==> src/rtl/gpio_pkg.sv <==
// Types shared by the input-capture and output/direction sides of the GPIO block.
// Bus width and bus word type seen by the bus-side reader.
package gpio_pkg;

   localparam int GPIO_BUS_W = 32;

   typedef logic [GPIO_BUS_W-1:0] gpio_bus_t;

   // One-cycle edge pulses from a single debounced pin.
   typedef struct packed {
      logic rise;
      logic fall;
   } pin_event_t;

endpackage

==> src/rtl/gpio_in_debounce.sv <==
// One pin: two-flop synchroniser, debounce counter and stable level.
// Emits one-cycle rise/fall pulses on the same edge the stable level changes.
module gpio_in_debounce
   import gpio_pkg::*;
#(
   parameter int DEBOUNCE_CYCLES = 4
) (
   input  logic       clk,
   input  logic       rst_n,
   input  logic       pin,
   output logic       level,
   output pin_event_t evt
);

   localparam int               CNT_W    = $clog2(DEBOUNCE_CYCLES + 1);
   localparam logic [CNT_W-1:0] CNT_LAST = CNT_W'(DEBOUNCE_CYCLES - 1);

   logic             sync1;
   logic             sync2;
   logic             stable;
   logic [CNT_W-1:0] cnt;
   logic             differ;
   logic             commit;

   assign differ = sync2 ^ stable;
   assign commit = differ && (cnt == CNT_LAST);

   // NOTE: sequential state uses non-blocking assignments so every flop samples pre-edge values.
   always_ff @(posedge clk or negedge rst_n) begin
      if (!rst_n) begin
         sync1  <= 1'b0;
         sync2  <= 1'b0;
         stable <= 1'b0;
         cnt    <= '0;
      end else begin
         sync1 <= pin;
         sync2 <= sync1;
         if (!differ) begin
            cnt <= '0;
         end else if (commit) begin
            stable <= sync2;
            cnt    <= '0;
         end else begin
            cnt <= cnt + CNT_W'(1);
         end
      end
   end

   // The committed value is sync2, so its polarity decides rise versus fall.
   assign level    = stable;
   assign evt.rise = commit & sync2;
   assign evt.fall = commit & ~sync2;

endmodule

==> src/rtl/gpio_in_capture.sv <==
// Debounced GPIO input capture: per-pin edge enables, sticky pending bits and
// a registered interrupt, presented zero-extended on 32-bit buses.
module gpio_in_capture
   import gpio_pkg::*;
#(
   parameter int WIDTH_PIN       = 2,
   parameter int DEBOUNCE_CYCLES = 4
) (
   input  logic                 clk,
   input  logic                 rst_n,
   input  logic [WIDTH_PIN-1:0] pin_in,
   input  gpio_bus_t            cfg_rise,
   input  gpio_bus_t            cfg_fall,
   input  logic                 cfg_valid,
   input  gpio_bus_t            clr,
   input  logic                 clr_valid,
   output gpio_bus_t            level_o,
   output gpio_bus_t            pend_o,
   output logic                 irq
);

   logic [WIDTH_PIN-1:0] level;
   logic [WIDTH_PIN-1:0] set;
   logic [WIDTH_PIN-1:0] en_rise;
   logic [WIDTH_PIN-1:0] en_fall;
   logic [WIDTH_PIN-1:0] pend;
   logic [WIDTH_PIN-1:0] pend_nxt;
   logic [WIDTH_PIN-1:0] clr_mask;
   pin_event_t           evt [WIDTH_PIN];
   logic                 unused_bus_bits;

   for (genvar g = 0; g < WIDTH_PIN; g++) begin : g_pin
      gpio_in_debounce #(
         .DEBOUNCE_CYCLES(DEBOUNCE_CYCLES)
      ) u_debounce (
         .clk  (clk),
         .rst_n(rst_n),
         .pin  (pin_in[g]),
         .level(level[g]),
         .evt  (evt[g])
      );

      assign set[g] = (evt[g].rise & en_rise[g]) | (evt[g].fall & en_fall[g]);
   end

   // Set is ORed in after the clear so a same-cycle collision leaves the bit pending.
   assign clr_mask = clr_valid ? clr[WIDTH_PIN-1:0] : '0;
   assign pend_nxt = (pend & ~clr_mask) | set;

   always_ff @(posedge clk or negedge rst_n) begin
      if (!rst_n) begin
         en_rise <= '0;
         en_fall <= '0;
         pend    <= '0;
         irq     <= 1'b0;
      end else begin
         if (cfg_valid) begin
            en_rise <= cfg_rise[WIDTH_PIN-1:0];
            en_fall <= cfg_fall[WIDTH_PIN-1:0];
         end
         pend <= pend_nxt;
         irq  <= |pend;
      end
   end

   assign level_o = gpio_bus_t'(level);
   assign pend_o  = gpio_bus_t'(pend);

   // Bus bits above WIDTH_PIN carry no meaning for this instance.
   assign unused_bus_bits = ^{cfg_rise, cfg_fall, clr};

endmodule
==> config.mk <==
export PLATFORM = sky130hd
export DESIGN_NAME = gpio_in_capture
export DESIGN_NICKNAME = d
export VERILOG_FILES = /design/src/rtl/gpio_pkg.sv /design/src/rtl/gpio_in_debounce.sv /design/src/rtl/gpio_in_capture.sv
export SDC_FILE = /design/constraint.sdc
export NUM_CORES = 1
export LEC_CHECK = 0
export BUFFER_PORTS_ARGS = -buffer_cell sky130_fd_sc_hd__buf_2
export CORE_AREA = 2 2 65 67
export CTS_CLUSTER_DIAMETER = 150
export CTS_CLUSTER_SIZE = 30
export DETAILED_ROUTE_END_ITERATION = 10
export DIE_AREA = 0 0 67 69
export PLACE_DENSITY = 0.82
export SETUP_SLACK_MARGIN = 0.3
export SYNTH_ARGS = -nofsm -noshare
export SYNTH_HDL_FRONTEND = slang
export SYNTH_HIERARCHICAL = 1
export SYNTH_SLANG_ARGS = --single-unit
==> constraint.sdc <==
create_clock -name clk -period 2.5 [get_ports clk]
set_input_delay 0.5 -clock clk [delete_from_list [all_inputs] [get_ports clk]]
set_output_delay 0.5 -clock clk [all_outputs]
set_load 0.01 [all_outputs]
==> flow_summary.ini, run 1 <==
[clock_tree]
postCtsHoldBufs = 0
clk_pin_slew_ps = 70
root_buffer = clkbuf_8
clkLatencyLatePin_ps = 250
clockBufferDepth = 2
cts-buffers-inserted = 3
cts_setup_buffers = 0
tritoncts = done
htree_num_levels = 1
clock-sinks = 19
post_cts_resized = 0

[finish]
fin_nets = 231
multi_input_area_um2 = 482
mostFrequentLayoutCell = conb_1
ff_latch_area_um2 = 475
final_cell_mix = conb_1, dfrtp_1, buf_2, nor3b_1, mux2_2
drive_above_1_share_pct = 20.6
fin_area_mm2 = 0.00114
area_delta_synth_final_pct = -3.48
antenna_cells = 0
nFillCells = 416

[critical_path]
rr_startpoint = g_pin[0].u_debounce/cnt[0]
start_kind = flip-flop
crit_type = reg2out
crit_slowest_cell = dfrtp_1
cp.required_ps = 2000
cp_max_fo = 5
cp_cell_sequence = buf_2
reg2reg_to = pend[0]
worstRegToRegCells = 4
cpPeakStageDelay_ps = 430
endpoint_kind = primary output
critical_path_buf_inv_count = 1
crit_arrival_ps = 850
path_delay_family = flip-flops
reg2reg_setup_slack_ps = 1250

[synth]
ys_seq_elements = 19
ys_seq_area_share_pct = 40.1
synth_cells = 107
ys_types = 14
synthMuxAreaShare_pct = 5.70
synth_top_family_by_area = buffers and inverters
synthSimpleGateAreaFrac_pct = 9.39
avgSynthCellArea_um2 = 11.1
synth-adder-area-share_pct = 2.11
yosysWarnings = 6
netlist_area_mm2 = 0.00119
synth_compound_area_share_pct = 2.95
synth-xor-area-share_pct = 1.48

[floorplan]
chipHeight_um = 69
start_util_pct = 30.3
fp-row-count = 23
core_area_mm2 = 0.00391
ios = 167
die_area_mm2 = 0.00462
die_w_um = 67

[timing]
whs_ps = 172
setup_viol = 0
skew_ps = 2.65
grt_setup_unrepaired = false
setup_tns_ps = 0
post-route-period-util_pct = 53.8
timing.final.ws_setup_ps = 1150
hold_viol_final = 0
slew_viol_final = 0
fmax_mhz = 743
min_period_ps = 1350

[detailed_routing]
wire_per_inst_um = 8.14
wirelength_um = 1430
via_count = 588
via_per_inst = 3.34
first_pass_iters = 4
drc = 0
ant_nets = 0
drt_iter0_drc = 3

[flow_run]
cap_violations = 0

[global_routing]
grt_max_degree = 20
grt_pass1_vias = 496
grt.overflow.total = 0
antenna_found_initial = 0
grt_use_total_pct = 6.33
grt_pass1_wl_um = 2250

[power_and_ir_drop]
vdd_drop_max_mv = 0.383
cellLeakagePower_uw = 0.000615
powerDensity_mw_per_mm2 = 752

[place]
dp_hpwl_um = 1180
port_buffers = 16
post-place-ws_ps = 1260
placed_area_mm2 = 0.00110
place_congestion = 0.704

[run_status]
run_status = completed

[worst_hold_path]
min_path_type = in2async
## state kept, by name, indices dropped and copies added (netlist names)
signal	flops
g_pin.u_debounce/level	2
g_pin.u_debounce/sync1	2
pend	2
en_fall	2
g_pin.u_debounce/sync2	2
irq	1
en_rise	2
g_pin.u_debounce/cnt	6
## power by group
group,switching [uW],internal [uW]
logic,128,105
clock network,93.5,113
registers,47.5,374
## worst max-delay path by stage
stage | endpoint | cells past startpoint | slack, ps | startpoint
floorplan | pend[0] | 4 | 1320 | g_pin[0].u_debounce/cnt[0]
global placement | pend[0] | 4 | 1280 | g_pin[0].u_debounce/cnt[0]
detailed placement | pend[1] | 4 | 1260 | g_pin[1].u_debounce/cnt[0]
CTS | level_o[0] | 1 | 1150 | g_pin[0].u_debounce/level
global route | level_o[1] | 1 | 1130 | g_pin[1].u_debounce/level
finish | level_o[0] | 1 | 1150 | g_pin[0].u_debounce/level
## synth_stat cells, drive strengths merged
cell	number	area, um2
nor3b	8	60.1
mux2	6	67.6
conb	1	3.75
xnor2	2	17.5
ha	2	25.0
and3b	2	17.5
or2	1	6.26
buf	60	450
a21boi	2	15.0
a221o	2	20.0
nand2b	2	27.5
dfrtp	19	475
## layer usage
| metal | up-vias | GRT usage [%] | share of wire, % |
|---|---|---|---|
| met3 | 0 | 1.31 | 15 |
| met4 | 0 | 4.08 | 0 |
| li1 | 266 | - | - |
| met5 | - | 0 | 0 |
| met2 | 57 | 9.13 | 44 |
| met1 | 265 | 8.43 | 41 |
## final cells by class
class | count | share of cell area, %
clock buffer | 4 | 3.93
multi-input combinational | 87 | 42.1
timing repair buffer | 16 | 6.99
tap | 50 | 5.46
sequential | 19 | 41.5
## per-stage QoR
| step | instances | utilization, % | total power, uW |
|---|---|---|---|
| 3_5_place_dp | 172 | 28.1 | 664 |
| 6_report | 176 | 29.3 | 861 |
| 4_1_cts | 176 | 29.3 | 873 |
| 5_1_grt | 176 | 29.3 | 921 |
| 2_1_floorplan | 166 | - | 655 |
| 3_3_place_gp | 172 | 28.1 | 650 |
## kinds of logic (layout without fill, tap and decap cells)
| logic type | after synthesis | count (layout) |
|---|---|---|
| xor+xnor | 2 | 2 |
| simple gates | 13 | 13 |
| mux | 6 | 6 |
| flops | 19 | 19 |
| compound gates | 4 | 4 |
| fa+ha+maj | 2 | 2 |
| buf+inv | 60 | 20 |
| other cells | 1 | 60 |
Power figures use the tool's default switching activity.
==> run 2: changes to the inputs <==
--- a/config.mk
+++ b/config.mk
@@ -6,12 +6,11 @@
 export NUM_CORES = 1
 export LEC_CHECK = 0
 export BUFFER_PORTS_ARGS = -buffer_cell sky130_fd_sc_hd__buf_2
-export CORE_AREA = 2 2 65 67
+export CORE_UTILIZATION = 27
 export CTS_CLUSTER_DIAMETER = 150
 export CTS_CLUSTER_SIZE = 30
 export DETAILED_ROUTE_END_ITERATION = 10
-export DIE_AREA = 0 0 67 69
-export PLACE_DENSITY = 0.82
+export PLACE_DENSITY = 0.77
 export SETUP_SLACK_MARGIN = 0.3
 export SYNTH_ARGS = -nofsm -noshare
 export SYNTH_HDL_FRONTEND = slang
==> constraint.sdc (replaced) <==
create_clock -name clk -period 1.1 [get_ports clk]
set_input_delay 0.22 -clock clk [delete_from_list [all_inputs] [get_ports clk]]
set_output_delay 0.22 -clock clk [all_outputs]
set_load 0.01 [all_outputs]
==> run 2 against run 1 <==
Compared with the run above:
- sequential power grew 140%
- sequential share of layout area shrank 5.3 points
- combinational power grew to 4.0 times the previous value
- largest power group unchanged
- critical path depth grew 3
- critical path type is now reg2reg
- design area grew 15%
- the run now ends with negative hold slack, negative setup slack left
- setup slack lost 1200 ps
- global-route usage grew 0.38 points
- wire length grew 3.6%
==> flow_summary.ini, run 2 (same netlist as run 1, synthesis figures left out) <==
[clock_tree]
clkLatencyLatePin_ps = 250
clock-sinks = 19
clockBufferDepth = 2
cts-buffers-inserted = 3
root_buffer = clkbuf_8
htree_num_levels = 1
tritoncts = done
clk_pin_slew_ps = 70

[timing]
setup_tns_ps = -104
fmax_mhz = 868
slew_viol_final = 0
whs_ps = -102
post-route-period-util_pct = 105
min_period_ps = 1150
hold_viol_final = 19
setup_viol = 4
grt_setup_unrepaired = true
skew_ps = 3.60
timing.final.ws_setup_ps = -51.6

[finish]
drive_above_1_share_pct = 33.8
mostFrequentLayoutCell = conb_1
largest_reg_flops = 6
nFillCells = 428
antenna_cells = 0
top_register = g_pin.u_debounce/cnt
instances_no_fill = 186
fin_nets = 241
final_cell_mix = conb_1, dfrtp_1, buf_2, buf_4, buf_6
area_delta_synth_final_pct = 11.1

[place]
port_buffers = 16
dpl.cell_count = 175
place_congestion = 0.695
dp_hpwl_um = 1120

[critical_path]
reg2reg_to = pend[1]
crit_type = reg2reg
cp.required_ps = 1240
endpoint_kind = flip-flop
crit_arrival_ps = 1290
worstRegToRegCells = 4
start_kind = flip-flop
reg2reg_setup_slack_ps = -50
rr_startpoint = g_pin[1].u_debounce/cnt[0]
cp_max_fo = 5

[detailed_routing]
via_count = 631
ant_nets = 0
drc = 0
wirelength_um = 1480
via_per_inst = 3.39
first_pass_iters = 3
drt_iter0_drc = 1
wire_per_inst_um = 7.98

[floorplan]
ios = 167
core_area_mm2 = 0.00412
fp-row-count = 23
chipHeight_um = 68.3
die_w_um = 68.3
die_area_mm2 = 0.00466
start_util_pct = 28.8

[global_routing]
grt_pass1_vias = 493
grt_max_degree = 20
grt_pass1_wl_um = 2310
grt.overflow.total = 0
antenna_found_initial = 0
grt_use_total_pct = 6.71

[worst_hold_path]
min_path_type = in2async

[power_and_ir_drop]
vdd_drop_max_mv = 0.942
cellLeakagePower_uw = 0.000690
total_power_uw = 2390
powerDensity_mw_per_mm2 = 1820

[run_status]
violations = negative hold slack, negative setup slack
run_status = complete, but fails checks

[flow_run]
cap_violations = 0
[run 2: changes by cell type in the layout (fill, tap and decap cells not counted), moves of 2 or more]
cell	previous run	this run
ha_1	2	0
nor3b_2	0	5
ha_4	0	2
nor3b_1	8	3
buf_2	16	12
buf_6	0	6
buf_4	0	8
[run 2: repair_timing]
action / 4_1_cts / 5_1_grt
buffers inserted: 2 / 5
resized for setup: 12 / 4
endpoints found under the hold margin: 19 / 19
endpoints found under the setup margin: 16 / 16
pin swaps: 2 / 7
[run 2: worst max-delay path, stage by stage, from the launching register on]
cell and delay (ps):
dfrtp_1 410, ha_4 180, nand2b_4 80, nor3b_1 50, a221o_1 310
[run 2: worst max path at each step]
stage	from	endpoint	slack, ps	depth (start not counted)
detailed placement	g_pin[1].u_debounce/cnt[0]	pend[1]	-50	4
floorplan	g_pin[0].u_debounce/cnt[0]	pend[0]	7	4
global placement	g_pin[0].u_debounce/cnt[0]	pend[0]	-30	4
finish	g_pin[1].u_debounce/cnt[0]	pend[1]	-50	4
CTS	g_pin[1].u_debounce/cnt[0]	pend[1]	-50	4
global route	g_pin[1].u_debounce/cnt[0]	pend[1]	-100	4
[run 2: layout make-up]
type,count,area [um2],area share (%)
timing repair buffer,26,188,14.2
multi-input combinational,87,546,41.4
sequential,19,477,36.2
tap,50,62.6,4.75
clock buffer,4,45.0,3.42
[run 2: metrics by stage]
step	setup WS [ps]	cell area (um2)	util [%]
after floorplan	7.25	1420	-
after global placement	-26.6	1130	27.5
after detailed placement	-46.3	1130	27.5
after CTS	-48.5	1260	30.6
after global routing	-105	1320	32.0
final	-51.6	1320	32.0
[run 2: per-layer routing]
| layer | wire [um] | vias up | track usage [%] |
|---|---|---|---|
| met4 | 0 | 0 | 0.781 |
| met3 | 161 | 0 | 2.67 |
| met1 | 647 | 290 | 9.06 |
| li1 | - | 286 | - |
| met5 | 0 | - | 0 |
| met2 | 675 | 55 | 10.3 |
[run 2: power by group]
group	switching, uW	internal (uW)	total [uW]
sequential	144	853	997
combinational	374	557	931
clock	207	257	464
==> run 3: changes to the inputs <==
==> constraint.sdc (replaced) <==
create_clock -name clk -period 1 [get_ports clk]
set_input_delay 0.2 -clock clk [delete_from_list [all_inputs] [get_ports clk]]
set_output_delay 0.2 -clock clk [all_outputs]
set_load 0.01 [all_outputs]
==> run 3 against run 2 <==
Compared with the run above:
- count of clock-buffer cells in the layout unchanged
- cell count rose by 1.1%
- clock skew decreased by 2.3 ps
- design area rose by 3.8%
- critical path depth stayed put
- clock power is 9.1% higher
- via count decreased by 1.3%
- combinational power up 18%
- utilization is 1.2 points higher
- total power rose by 13%
- the run still ends with negative hold slack, negative setup slack left
- maximum frequency is 0.95% higher
==> flow_summary.ini, run 3 (same netlist as run 1, synthesis figures left out) <==
[clock_tree]
htree_num_levels = 1
clkLatencyLatePin_ps = 250
cts-buffers-inserted = 3
tritoncts = done
clockBufferDepth = 2
root_buffer = clkbuf_8
clk_pin_slew_ps = 60
clock-sinks = 19

[timing]
hold_viol_final = 19
whs_ps = -128
post-route-period-util_pct = 114
grt_setup_unrepaired = true
timing.final.ws_setup_ps = -141
fmax_mhz = 877
setup_viol = 12
min_period_ps = 1140
skew_ps = 1.28
slew_viol_final = 0
setup_tns_ps = -980

[finish]
area_delta_synth_final_pct = 15.3
fin_nets = 243
antenna_cells = 0
top_register = g_pin.u_debounce/cnt
final_cell_mix = conb_1, dfrtp_1, buf_2, buf_6, buf_4
drive_above_1_share_pct = 35.5
largest_reg_flops = 6
mostFrequentLayoutCell = conb_1

[place]
place_congestion = 0.717
dp_hpwl_um = 1130
port_buffers = 16

[power_and_ir_drop]
vdd_drop_max_mv = 1.13
powerDensity_mw_per_mm2 = 1970
cellLeakagePower_uw = 0.000721

[detailed_routing]
ant_nets = 0
drc = 0
via_per_inst = 3.31
first_pass_iters = 3
wirelength_um = 1510
via_count = 623
wire_per_inst_um = 8.01
drt_iter0_drc = 1

[critical_path]
cpPeakStageDelay_ps = 410
crit_arrival_ps = 1270
reg2reg_setup_slack_ps = -140
reg2reg_to = pend[0]
cp_cell_sequence = ha_4 -> nand2b_4 -> nor3b_2 -> a221o_1
cp.required_ps = 1130
cp_max_fo = 4
rr_startpoint = g_pin[0].u_debounce/cnt[0]
worstRegToRegCells = 4
path_delay_family = flip-flops
crit_type = reg2reg
critical_path_buf_inv_count = 0
endpoint_kind = flip-flop
start_kind = flip-flop
crit_slowest_cell = dfrtp_1

[floorplan]
chipHeight_um = 68.3
fp-row-count = 23
ios = 167
start_util_pct = 28.8
die_area_mm2 = 0.00466
die_w_um = 68.3
core_area_mm2 = 0.00412

[global_routing]
grt_pass1_vias = 516
grt.overflow.total = 0
grt_pass1_wl_um = 2270
grt_max_degree = 20
grt_use_total_pct = 6.65
antenna_found_initial = 0

[run_status]
run_status = complete, but fails checks
violations = negative hold slack, negative setup slack

[flow_run]
cap_violations = 0

[worst_hold_path]
min_path_type = in2async
run 3: changes by cell type in the layout (fill, tap and decap cells not counted):
cell / previous run / this run
buf_4: 8 / 7
buf_6: 6 / 9
mux2_1: 1 / 2
mux2_2: 4 / 0
mux2_4: 1 / 4
nor3b_1: 3 / 2
nor3b_2: 5 / 6
xnor2_1: 1 / 0
xnor2_2: 1 / 2
run 3: final cells by class:
type	instances	area [um2]
Fill cell	432	2750
Multi-Input combinational cell	87	569
Sequential cell	19	477
Timing Repair Buffer	28	214
Tap cell	50	62.6
Clock buffer	4	45.0
run 3: repair_timing:
| item | CTS | global route |
|---|---|---|
| pin swaps | 4 | 4 |
| gates resized for setup | 17 | 8 |
| setup buffers | 4 | 3 |
| endpoints found under the setup margin | 20 | 20 |
| endpoints found under the hold margin | 19 | 19 |
run 3: routing by layer:
| metal | track usage (%) | vias up | routed length, um |
|---|---|---|---|
| met5 | 0 | - | 0 |
| met4 | 1.56 | 0 | 0 |
| met3 | 3.33 | 0 | 222 |
| met2 | 10.2 | 57 | 687 |
| met1 | 8.29 | 279 | 595 |
| li1 | - | 287 | - |
run 3: through the flow:
stage | instance area [um2] | setup slack, ps | util, % | power, uW | std cells
final | 1370 | -141 | 33.2 | 2690 | 188
after CTS | 1310 | -146 | 31.7 | 2590 | 185
after detailed placement | 1140 | -144 | 27.8 | 1790 | 177
after global routing | 1370 | -171 | 33.2 | 2890 | 188
after global placement | 1140 | -132 | 27.8 | 1780 | 177
after floorplan | 1420 | -92.8 | - | 1660 | 166
run 3: where the power goes:
part           internal, uW  leakage (uW)  switching (uW)  total (uW)
clock network           282     0.0000228             224         506
logic                   662      0.000461             439        1100
registers               940      0.000237             147        1090
total                  1880      0.000721             810        2690
run 3: worst max path at each step:
stage,slack (ps),depth (start not counted),endpoint,from
5_1_grt,-170,4,pend[0],g_pin[0].u_debounce/cnt[0]
2_1_floorplan,-90,4,pend[0],g_pin[0].u_debounce/cnt[0]
3_5_place_dp,-140,4,pend[0],g_pin[0].u_debounce/cnt[0]
4_1_cts,-150,4,pend[1],g_pin[1].u_debounce/cnt[0]
3_3_place_gp,-130,4,pend[1],g_pin[1].u_debounce/cnt[0]
6_report,-140,4,pend[0],g_pin[0].u_debounce/cnt[0]
